==> src/rtl/vdp_super_scanner_pkg.sv <==
// Shared types and helpers for the super-resolution scanline fetcher.
package custom_timings;

  typedef enum logic [1:0] {
    BPP8     = 2'd0,
    BPP4     = 2'd1,
    BPP2     = 2'd2,
    BPP_RSVD = 2'd3
  } bpp_mode_e;

  typedef enum logic [1:0] {
    S_IDLE   = 2'd0,
    S_PRIME  = 2'd1,
    S_ACTIVE = 2'd2,
    S_REPLAY = 2'd3
  } state_e;

  localparam int unsigned WORD_BITS = 32;

  function automatic int unsigned bits_per_pixel(input bpp_mode_e bpp);
    case (bpp)
      BPP4:    return 4;
      BPP2:    return 2;
      default: return 8;
    endcase
  endfunction

  function automatic int unsigned words_per_line(input bpp_mode_e bpp, input int unsigned pixels);
    return (pixels * bits_per_pixel(bpp) + WORD_BITS - 1) / WORD_BITS;
  endfunction

  function automatic logic [3:0] last_slot(input bpp_mode_e bpp);
    case (bpp)
      BPP4:    return 4'd7;
      BPP2:    return 4'd15;
      default: return 4'd3;
    endcase
  endfunction

  // Pixels are packed LSB-first; narrow modes are zero-extended to a palette index.
  function automatic logic [7:0] unpack_pixel(input logic [31:0] word, input bpp_mode_e bpp,
                                              input logic [3:0] slot);
    case (bpp)
      BPP4:    return 8'((word >> {slot[2:0], 2'b00}) & 32'h0000_000F);
      BPP2:    return 8'((word >> {slot, 1'b0}) & 32'h0000_0003);
      default: return 8'(word >> {slot[1:0], 3'b000});
    endcase
  endfunction

endpackage

==> src/rtl/vdp_super_scanner_fifo.sv <==
// Prefetch word FIFO; simultaneous push and pop on a full FIFO both take effect.
module vdp_word_fifo #(
  parameter int unsigned DEPTH = 4,
  parameter int unsigned WIDTH = 32
) (
  input  logic                       clk,
  input  logic                       rst,
  input  logic                       clr_i,
  input  logic                       push_i,
  input  logic                       pop_i,
  input  logic [WIDTH-1:0]           data_i,
  output logic [WIDTH-1:0]           data_o,
  output logic [$clog2(DEPTH+1)-1:0] count_o,
  output logic                       empty_o
);

  localparam int unsigned PW = $clog2(DEPTH);
  localparam int unsigned CW = $clog2(DEPTH + 1);

  logic [WIDTH-1:0] mem_q [DEPTH];
  logic [PW-1:0]    rd_q, wr_q;
  logic [CW-1:0]    cnt_q;
  logic             full, do_push, do_pop;

  assign full    = (cnt_q == CW'(DEPTH));
  assign empty_o = (cnt_q == '0);
  assign do_pop  = pop_i && !empty_o;
  assign do_push = push_i && (!full || do_pop);
  assign data_o  = mem_q[rd_q];
  assign count_o = cnt_q;

  always_ff @(posedge clk or posedge rst) begin
    if (rst) begin
      rd_q  <= '0;
      wr_q  <= '0;
      cnt_q <= '0;
    end else if (clr_i) begin
      rd_q  <= '0;
      wr_q  <= '0;
      cnt_q <= '0;
    end else begin
      if (do_push) wr_q <= wr_q + 1'b1;
      if (do_pop)  rd_q <= rd_q + 1'b1;
      cnt_q <= cnt_q + CW'(do_push) - CW'(do_pop);
    end
  end

  always_ff @(posedge clk) begin
    if (do_push && !clr_i) mem_q[wr_q] <= data_i;
  end

endmodule

==> src/rtl/vdp_super_scanner.sv <==
// Super-resolution scanline fetcher: VRAM prefetch, LSB-first pixel unpack,
// horizontal pixel doubling and odd-line replay from a one-line buffer.
module vdp_super_scanner
  import custom_timings::*;
#(
  parameter int unsigned LINE_PIXELS = 360,
  parameter int unsigned ADDR_WIDTH  = 17,
  parameter int unsigned FIFO_DEPTH  = 4
) (
  input  logic                  clk,
  input  logic                  reset,
  input  logic                  enable,
  input  logic                  frame_start,
  input  logic                  line_start,
  input  logic                  pixel_en,
  input  logic [1:0]            bpp_mode,
  input  logic                  h_scale,
  input  logic                  v_double,
  input  logic [ADDR_WIDTH-1:0] base_addr,
  input  logic                  disp_on,
  output logic                  vram_req,
  output logic [ADDR_WIDTH-1:0] vram_addr,
  input  logic                  vram_ack,
  input  logic [31:0]           vram_data,
  output logic [7:0]            palette_addr,
  output logic                  palette_valid,
  output logic                  underrun
);

  localparam int unsigned PIX_W = $clog2(LINE_PIXELS + 1);
  localparam int unsigned CW    = $clog2(FIFO_DEPTH + 1);

  // state    | meaning
  // IDLE     | waiting for frame_start
  // PRIME    | prefetching the first line before it becomes visible
  // ACTIVE   | fetch line: pixels from the FIFO, copied into the line buffer
  // REPLAY   | replay line: pixels from the line buffer, no VRAM traffic
  state_e                state_q;
  bpp_mode_e             bpp_q, norm_bpp;
  logic                  h_scale_q, v_double_q;
  logic [ADDR_WIDTH-1:0] addr_q, next_line_q;
  logic [PIX_W-1:0]      wpl_q, wpl_new, fetched_q, pix_cnt_q;
  logic [3:0]            slot_q;
  logic                  phase_q, started_q, line_odd_q;
  logic [7:0]            skip_q, skip_d, owed;
  logic                  req_q, req_d, underrun_q, pv_q;
  logic [7:0]            pal_q;
  logic [7:0]            line_buf [LINE_PIXELS];

  logic            live, emit, in_line, advance, word_done, underrun_hit, buf_we;
  logic            flush, ack_take, push, pop, issue_ok, new_issue;
  logic [CW-1:0]   fifo_cnt, cnt_next;
  logic            fifo_empty;
  logic [31:0]     fifo_head;
  logic [7:0]      src_pix;
  logic [PIX_W-1:0] rd_idx;

  vdp_word_fifo #(.DEPTH(FIFO_DEPTH), .WIDTH(32)) u_fifo (
    .clk     (clk),
    .rst     (reset),
    .clr_i   (flush),
    .push_i  (push),
    .pop_i   (pop),
    .data_i  (vram_data),
    .data_o  (fifo_head),
    .count_o (fifo_cnt),
    .empty_o (fifo_empty)
  );

  always_comb begin
    norm_bpp  = (bpp_mode == 2'd3) ? BPP8 : bpp_mode_e'(bpp_mode);
    wpl_new   = PIX_W'(words_per_line(norm_bpp, LINE_PIXELS));
    live      = (state_q == S_ACTIVE) || (state_q == S_REPLAY);
    flush     = !enable || frame_start || (line_start && live);
    emit      = enable && live && pixel_en && !frame_start && !line_start;
    in_line   = (pix_cnt_q < PIX_W'(LINE_PIXELS));
    advance   = emit && in_line && (!h_scale_q || phase_q);
    word_done = advance && (state_q == S_ACTIVE) && (slot_q == last_slot(bpp_q));
    underrun_hit = emit && in_line && (state_q == S_ACTIVE) && fifo_empty;
    buf_we    = emit && in_line && (state_q == S_ACTIVE);
    rd_idx    = in_line ? pix_cnt_q : '0;

    src_pix = 8'h00;
    if (in_line) begin
      if (state_q == S_REPLAY)  src_pix = line_buf[rd_idx];
      else if (!fifo_empty)     src_pix = unpack_pixel(fifo_head, bpp_q, slot_q);
    end

    // A word whose pixels were all missed is dropped when it finally arrives,
    // keeping the rest of the line aligned to its screen position.
    pop      = word_done && !fifo_empty && !flush;
    owed     = skip_q + 8'(word_done && fifo_empty);
    ack_take = req_q && vram_ack;
    push     = 1'b0;
    skip_d   = owed;
    if (ack_take) begin
      if (owed != 8'd0) skip_d = owed - 8'd1;
      else              push   = !flush;
    end
    cnt_next = fifo_cnt + CW'(push) - CW'(pop);

    issue_ok = enable && !flush && ((state_q == S_PRIME) || (state_q == S_ACTIVE)) &&
               (fetched_q < wpl_q) && (cnt_next < CW'(FIFO_DEPTH));
    new_issue = issue_ok && (!req_q || ack_take);
    if (flush)                  req_d = 1'b0;
    else if (!req_q || ack_take) req_d = issue_ok;
    else                        req_d = 1'b1;
  end

  always_ff @(posedge clk or posedge reset) begin
    if (reset) begin
      state_q     <= S_IDLE;
      bpp_q       <= BPP8;
      h_scale_q   <= 1'b0;
      v_double_q  <= 1'b0;
      addr_q      <= '0;
      next_line_q <= '0;
      wpl_q       <= '0;
      fetched_q   <= '0;
      pix_cnt_q   <= '0;
      slot_q      <= '0;
      phase_q     <= 1'b0;
      started_q   <= 1'b0;
      line_odd_q  <= 1'b0;
      skip_q      <= '0;
      req_q       <= 1'b0;
      underrun_q  <= 1'b0;
      pv_q        <= 1'b0;
      pal_q       <= '0;
    end else if (!enable) begin
      state_q     <= S_IDLE;
      bpp_q       <= BPP8;
      h_scale_q   <= 1'b0;
      v_double_q  <= 1'b0;
      addr_q      <= '0;
      next_line_q <= '0;
      wpl_q       <= '0;
      fetched_q   <= '0;
      pix_cnt_q   <= '0;
      slot_q      <= '0;
      phase_q     <= 1'b0;
      started_q   <= 1'b0;
      line_odd_q  <= 1'b0;
      skip_q      <= '0;
      req_q       <= 1'b0;
      underrun_q  <= 1'b0;
      pv_q        <= 1'b0;
      pal_q       <= '0;
    end else begin
      req_q  <= req_d;
      skip_q <= skip_d;
      pv_q   <= emit;
      pal_q  <= (emit && disp_on) ? src_pix : 8'h00;
      if (ack_take)     addr_q    <= addr_q + 1'b1;
      if (new_issue)    fetched_q <= fetched_q + 1'b1;
      if (underrun_hit) underrun_q <= 1'b1;
      if (emit && in_line && h_scale_q) phase_q <= !phase_q;
      if (advance) begin
        pix_cnt_q <= pix_cnt_q + 1'b1;
        slot_q    <= (slot_q == last_slot(bpp_q)) ? 4'd0 : slot_q + 4'd1;
      end

      case (state_q)
        S_PRIME: begin
          if (line_start) begin
            started_q  <= 1'b1;
            line_odd_q <= 1'b1;
          end
          if ((started_q || line_start) && (fifo_cnt >= CW'(2))) begin
            state_q   <= S_ACTIVE;
            pix_cnt_q <= '0;
            slot_q    <= '0;
            phase_q   <= 1'b0;
          end
        end
        S_ACTIVE, S_REPLAY: begin
          if (line_start) begin
            state_q    <= (v_double_q && line_odd_q) ? S_REPLAY : S_ACTIVE;
            line_odd_q <= !line_odd_q;
            pix_cnt_q  <= '0;
            slot_q     <= '0;
            phase_q    <= 1'b0;
            skip_q     <= '0;
            if (!(v_double_q && line_odd_q)) begin
              addr_q      <= next_line_q;
              next_line_q <= next_line_q + ADDR_WIDTH'(wpl_q);
              fetched_q   <= '0;
            end
          end
        end
        default: ;
      endcase

      if (frame_start) begin
        state_q     <= S_PRIME;
        bpp_q       <= norm_bpp;
        h_scale_q   <= h_scale;
        v_double_q  <= v_double;
        wpl_q       <= wpl_new;
        addr_q      <= base_addr;
        next_line_q <= base_addr + ADDR_WIDTH'(wpl_new);
        fetched_q   <= '0;
        pix_cnt_q   <= '0;
        slot_q      <= '0;
        phase_q     <= 1'b0;
        started_q   <= 1'b0;
        line_odd_q  <= 1'b0;
        skip_q      <= '0;
        underrun_q  <= 1'b0;
      end
    end
  end

  always_ff @(posedge clk) begin
    if (buf_we) line_buf[pix_cnt_q] <= src_pix;
  end

  assign vram_req      = req_q;
  assign vram_addr     = addr_q;
  assign palette_addr  = pal_q;
  assign palette_valid = pv_q;
  assign underrun      = underrun_q;

endmodule

==> config.mk <==
export PLATFORM = sky130hd
export DESIGN_NAME = vdp_super_scanner
export DESIGN_NICKNAME = d
export VERILOG_FILES = /design/src/rtl/vdp_super_scanner_pkg.sv /design/src/rtl/vdp_super_scanner_fifo.sv /design/src/rtl/vdp_super_scanner.sv
export SDC_FILE = /design/constraint.sdc
export NUM_CORES = 2
export LEC_CHECK = 0
export CAP_MARGIN = 20
export CORE_ASPECT_RATIO = 0.8
export CORE_MARGIN = 4
export CORE_UTILIZATION = 25
export DETAILED_ROUTE_END_ITERATION = 12
export GPL_ROUTABILITY_DRIVEN = 0
export PLACE_DENSITY = 0.44
export SYNTH_ARGS = -nofsm -noshare
export SYNTH_HDL_FRONTEND = slang
export SYNTH_HIERARCHICAL = 1
export SYNTH_SLANG_ARGS = --single-unit
export TNS_END_PERCENT = 10
==> constraint.sdc <==
create_clock -name clk -period 28.9 [get_ports clk]
set_input_delay 2.89 -clock clk [delete_from_list [all_inputs] [get_ports clk]]
set_output_delay 2.89 -clock clk [all_outputs]
set_load 0.01 [all_outputs]
==> metrics.cfg <==
[outcome]
outcome=finished, final reports clean

[critical_path]
path_max_fanout=183
r2r-start=pix_cnt_q[0]
crit_type=reg -> reg
cp-startpoint=pix_cnt_q[0]
worstSetupStartpointType=flip-flop
cp.required_ns=29.48
endpoint_kind=flip-flop
cp.arrival_ns=9.23

[cts]
cts_root_buf=clkbuf_16
worst_skew_pair.late_latency_ns=0.94
cts_resized=0
htree_levels=5
cts.sinks=3105
ctsHoldBuffers=0
post_cts_buffers=0
tritoncts=built
path_clk_slew_ns=0.07
cts_buffers=321
clockBufferDepth=4

[cells_and_area]
drive_gt1_frac=0.1678
fin_util=0.2883
syn2layout_area_growth_pct=14.98
final_net_count=8173

[drt]
avgViaCountPerCell=5.146
initialDrtViolationCount=10673
antenna_left=0
num_vias=78085
route.detailed.drc=0
wirelength_um=467400
drtPass1Iterations=6
routedWlPerCell_um=30.80

[place]
io_buffers=88
dp.final_hpwl_um=289800

[logic_synthesis]
async_flop_share=0.03124
synthFlopType=edfxtp_1
synth_nets=8054
synth_seq_area_share=0.7226
yosys_warnings=6
synth_edf_count=3008
yosysUniqueCellTypes=98
synth_seq_cells=3105
synth_top_area_share=0.7037
postSynthAreaPerCell_um2=16.17
synthCells=7936
synth_top_cell_by_area=edfxtp_1
synth_area_leaders=edfxtp_1, mux4_2, nor2_1, dfrtp_1, a21oi_1
syn_area_um2=128400

[floorplan]
ios=89
fp.dieH_um=648.9
coreArea_um2=511900
start_util=0.2507
die_w_um=809.1
std_cell_rows=235
fp.dieArea_um2=525000

[timing]
rsz0062_at_grt=false
fin_hold_ws_ns=0.4922
worstMarginPinSlew_ns=1.421
finalMaxSlewViolations=0
timing.setup.tns_ns=0
hold_violations=0
max-slew-margin-rel=0.05242
setup_viol=0
clock_skew_ns=0.06946
fin_crit_sh=0.2993
layout_min_cycle_time_ns=8.651
fmax_mhz=115.6

[grt]
grt_usage=0.1711
grt_use_met1=0.2527
grt_max_degree=184
grt.busiest_layer=met1
grt_pass1_wl_um=639300
grt_overflow=0
met2_usage=0.2410
grt_pass1_vias=75394
antenna_found_initial=59
met3_usage=0.05157

[power_and_ir_drop]
ir_drop_v=0.00004885
cellPowerDensity_nw_per_um2=61.48
p_leak_uw=0.04506

[flow_run]
cap_violations=0

[hold_path]
hold_class=reg -> reg
min_from=started_q

[sequential cells by signal, indices dropped and copies added (netlist names), 2 cells and up]
name            count
vram_addr          17
u_fifo/mem_q      128
u_fifo/wr_q         2
palette_addr        8
skip_q              8
fetched_q           9
slot_q              4
u_fifo/rd_q         2
u_fifo/count_o      3
next_line_q        17
state_q             2
bpp_q               2
line_buf         2880
pix_cnt_q           9
wpl_q               6
[cell usage in the layout, fill, tap and decap left out, types with 18 or more instances in the layout]
cell / synthesis / layout
edfxtp_1: 3008 / 3008
nor2_1: 761 / 752
a21oi_1: 471 / 465
nand2_1: 464 / 462
mux4_2: 409 / 409
clkbuf_16: 0 / 324
o21ai_0: 307 / 305
buf_4: 77 / 244
mux2i_1: 225 / 225
mux2_2: 184 / 184
nand3_1: 166 / 149
dfrtp_1: 97 / 92
a221oi_1: 89 / 89
clkdlybuf4s50_1: 0 / 87
o211ai_1: 78 / 78
o221ai_1: 78 / 78
clkinv_1: 3 / 71
a211oi_1: 69 / 69
clkbuf_1: 192 / 68
o22ai_1: 67 / 67
and3_1: 67 / 66
nor3_1: 69 / 65
a31oi_1: 63 / 63
a22oi_1: 61 / 61
ha_1: 54 / 54
inv_1: 48 / 46
xor2_1: 39 / 39
clkinv_2: 0 / 37
nor2b_1: 40 / 35
xnor2_1: 32 / 32
nand4_1: 32 / 32
and2_1: 25 / 24
bufinv_16: 0 / 22
or3_1: 20 / 20
nand2b_1: 20 / 19
a2111oi_0: 22 / 18
buf_12: 1 / 18
[area by class of cell]
class	count	area, µm²
Sequential cell	3105	92770
Clock buffer	392	8363
Tap cell	6873	8600
Fill cell	50793	364300
Timing Repair Buffer	357	3143
Multi-Input combinational cell	4218	32920
Inverter	52	210.2
Clock inverter	161	1548
Antenna cell	16	40.04
[where the power goes]
| part | switching (µW) | leakage [µW] | total (µW) | internal (µW) |
|---|---|---|---|---|
| sequential | 6.67 | 0.0292 | 4900 | 4890 |
| clock | 1820 | 0.00481 | 4080 | 2260 |
| combinational | 65.5 | 0.0110 | 95.6 | 30.1 |
| total | 1890 | 0.0451 | 9070 | 7190 |
[through the flow]
step | instances | cell area [µm²] | total power, µW | setup WS (ns)
floorplan | 7936 | 128400 | 5051 | 9.982
global placement | 14591 | 137500 | 5088 | 19.95
detailed placement | 14599 | 137600 | 5090 | 20.09
CTS | 15152 | 147500 | 9145 | 20.53
global route | 15161 | 147600 | 9332 | 19.96
finish | 15174 | 147600 | 9074 | 20.25
[final timing paths]
| check | to | slack (ns) | depth (start not counted) |
|---|---|---|---|
| setup / recovery | line_buf[222][5] | 20.25 | 15 |
| hold / removal | started_q | 0.49 | 2 |
| setup reg to reg | line_buf[222][5] | 20.25 | 15 |
| hold reg to reg | started_q | 0.49 | 2 |
| max in group asynchronous | vram_addr[10] | 25.17 | 3 |
| min in group asynchronous | u_fifo/wr_q[0] | 2.37 | 2 |
[critical path: stages (launching register included)]
cell       delay, ns
dfrtp_4         0.71
buf_4           0.71
buf_4           0.71
nor3b_1         0.40
a21o_2          0.48
buf_4           0.63
a21oi_1         0.19
o22ai_1         0.26
a2bb2oi_1       0.22
o21ai_0         0.27
a2111oi_0       0.59
buf_2           0.25
buf_4           0.17
a311o_2         0.80
buf_12          0.47
buf_4           0.75
[Yosys cell counts (32+ instances only)]
| library cell | instances |
|---|---|
| mux2i_1 | 225 |
| a221oi_1 | 89 |
| a31oi_1 | 63 |
| xor2_1 | 39 |
| o211ai_1 | 78 |
| buf_1 | 50 |
| ha_1 | 54 |
| mux4_2 | 409 |
| nand2_1 | 464 |
| nor2b_1 | 40 |
| o21ai_0 | 307 |
| xnor2_1 | 32 |
| nor3_1 | 69 |
| nand4_1 | 32 |
| a211oi_1 | 69 |
| buf_2 | 212 |
| clkbuf_1 | 192 |
| o221ai_1 | 78 |
| and3_1 | 67 |
| mux2_2 | 184 |
| nand3_1 | 166 |
| inv_1 | 48 |
| dfrtp_1 | 97 |
| buf_4 | 77 |
| o22ai_1 | 67 |
| edfxtp_1 | 3008 |
| nor2_1 | 761 |
| a21oi_1 | 471 |
| a22oi_1 | 61 |
[cell families after synthesis]
| logic type | count (synthesis) | share of synthesized area |
|---|---|---|
| fa+ha+maj | 57 | 0.005732 |
| buf+inv | 613 | 0.02407 |
| flops | 3105 | 0.7226 |
| simple gates | 1725 | 0.05865 |
| xor+xnor | 71 | 0.004845 |
| mux | 824 | 0.1060 |
| compound gates | 1541 | 0.07803 |
[routing by layer]
layer | share of wire | vias up
met1 | 0.44 | 41399
met2 | 0.42 | 4194
met4 | 0.030 | 26
met5 | 0.00036 | -
li1 | - | 31747
met3 | 0.11 | 719
(Power assumes the default switching activity.)
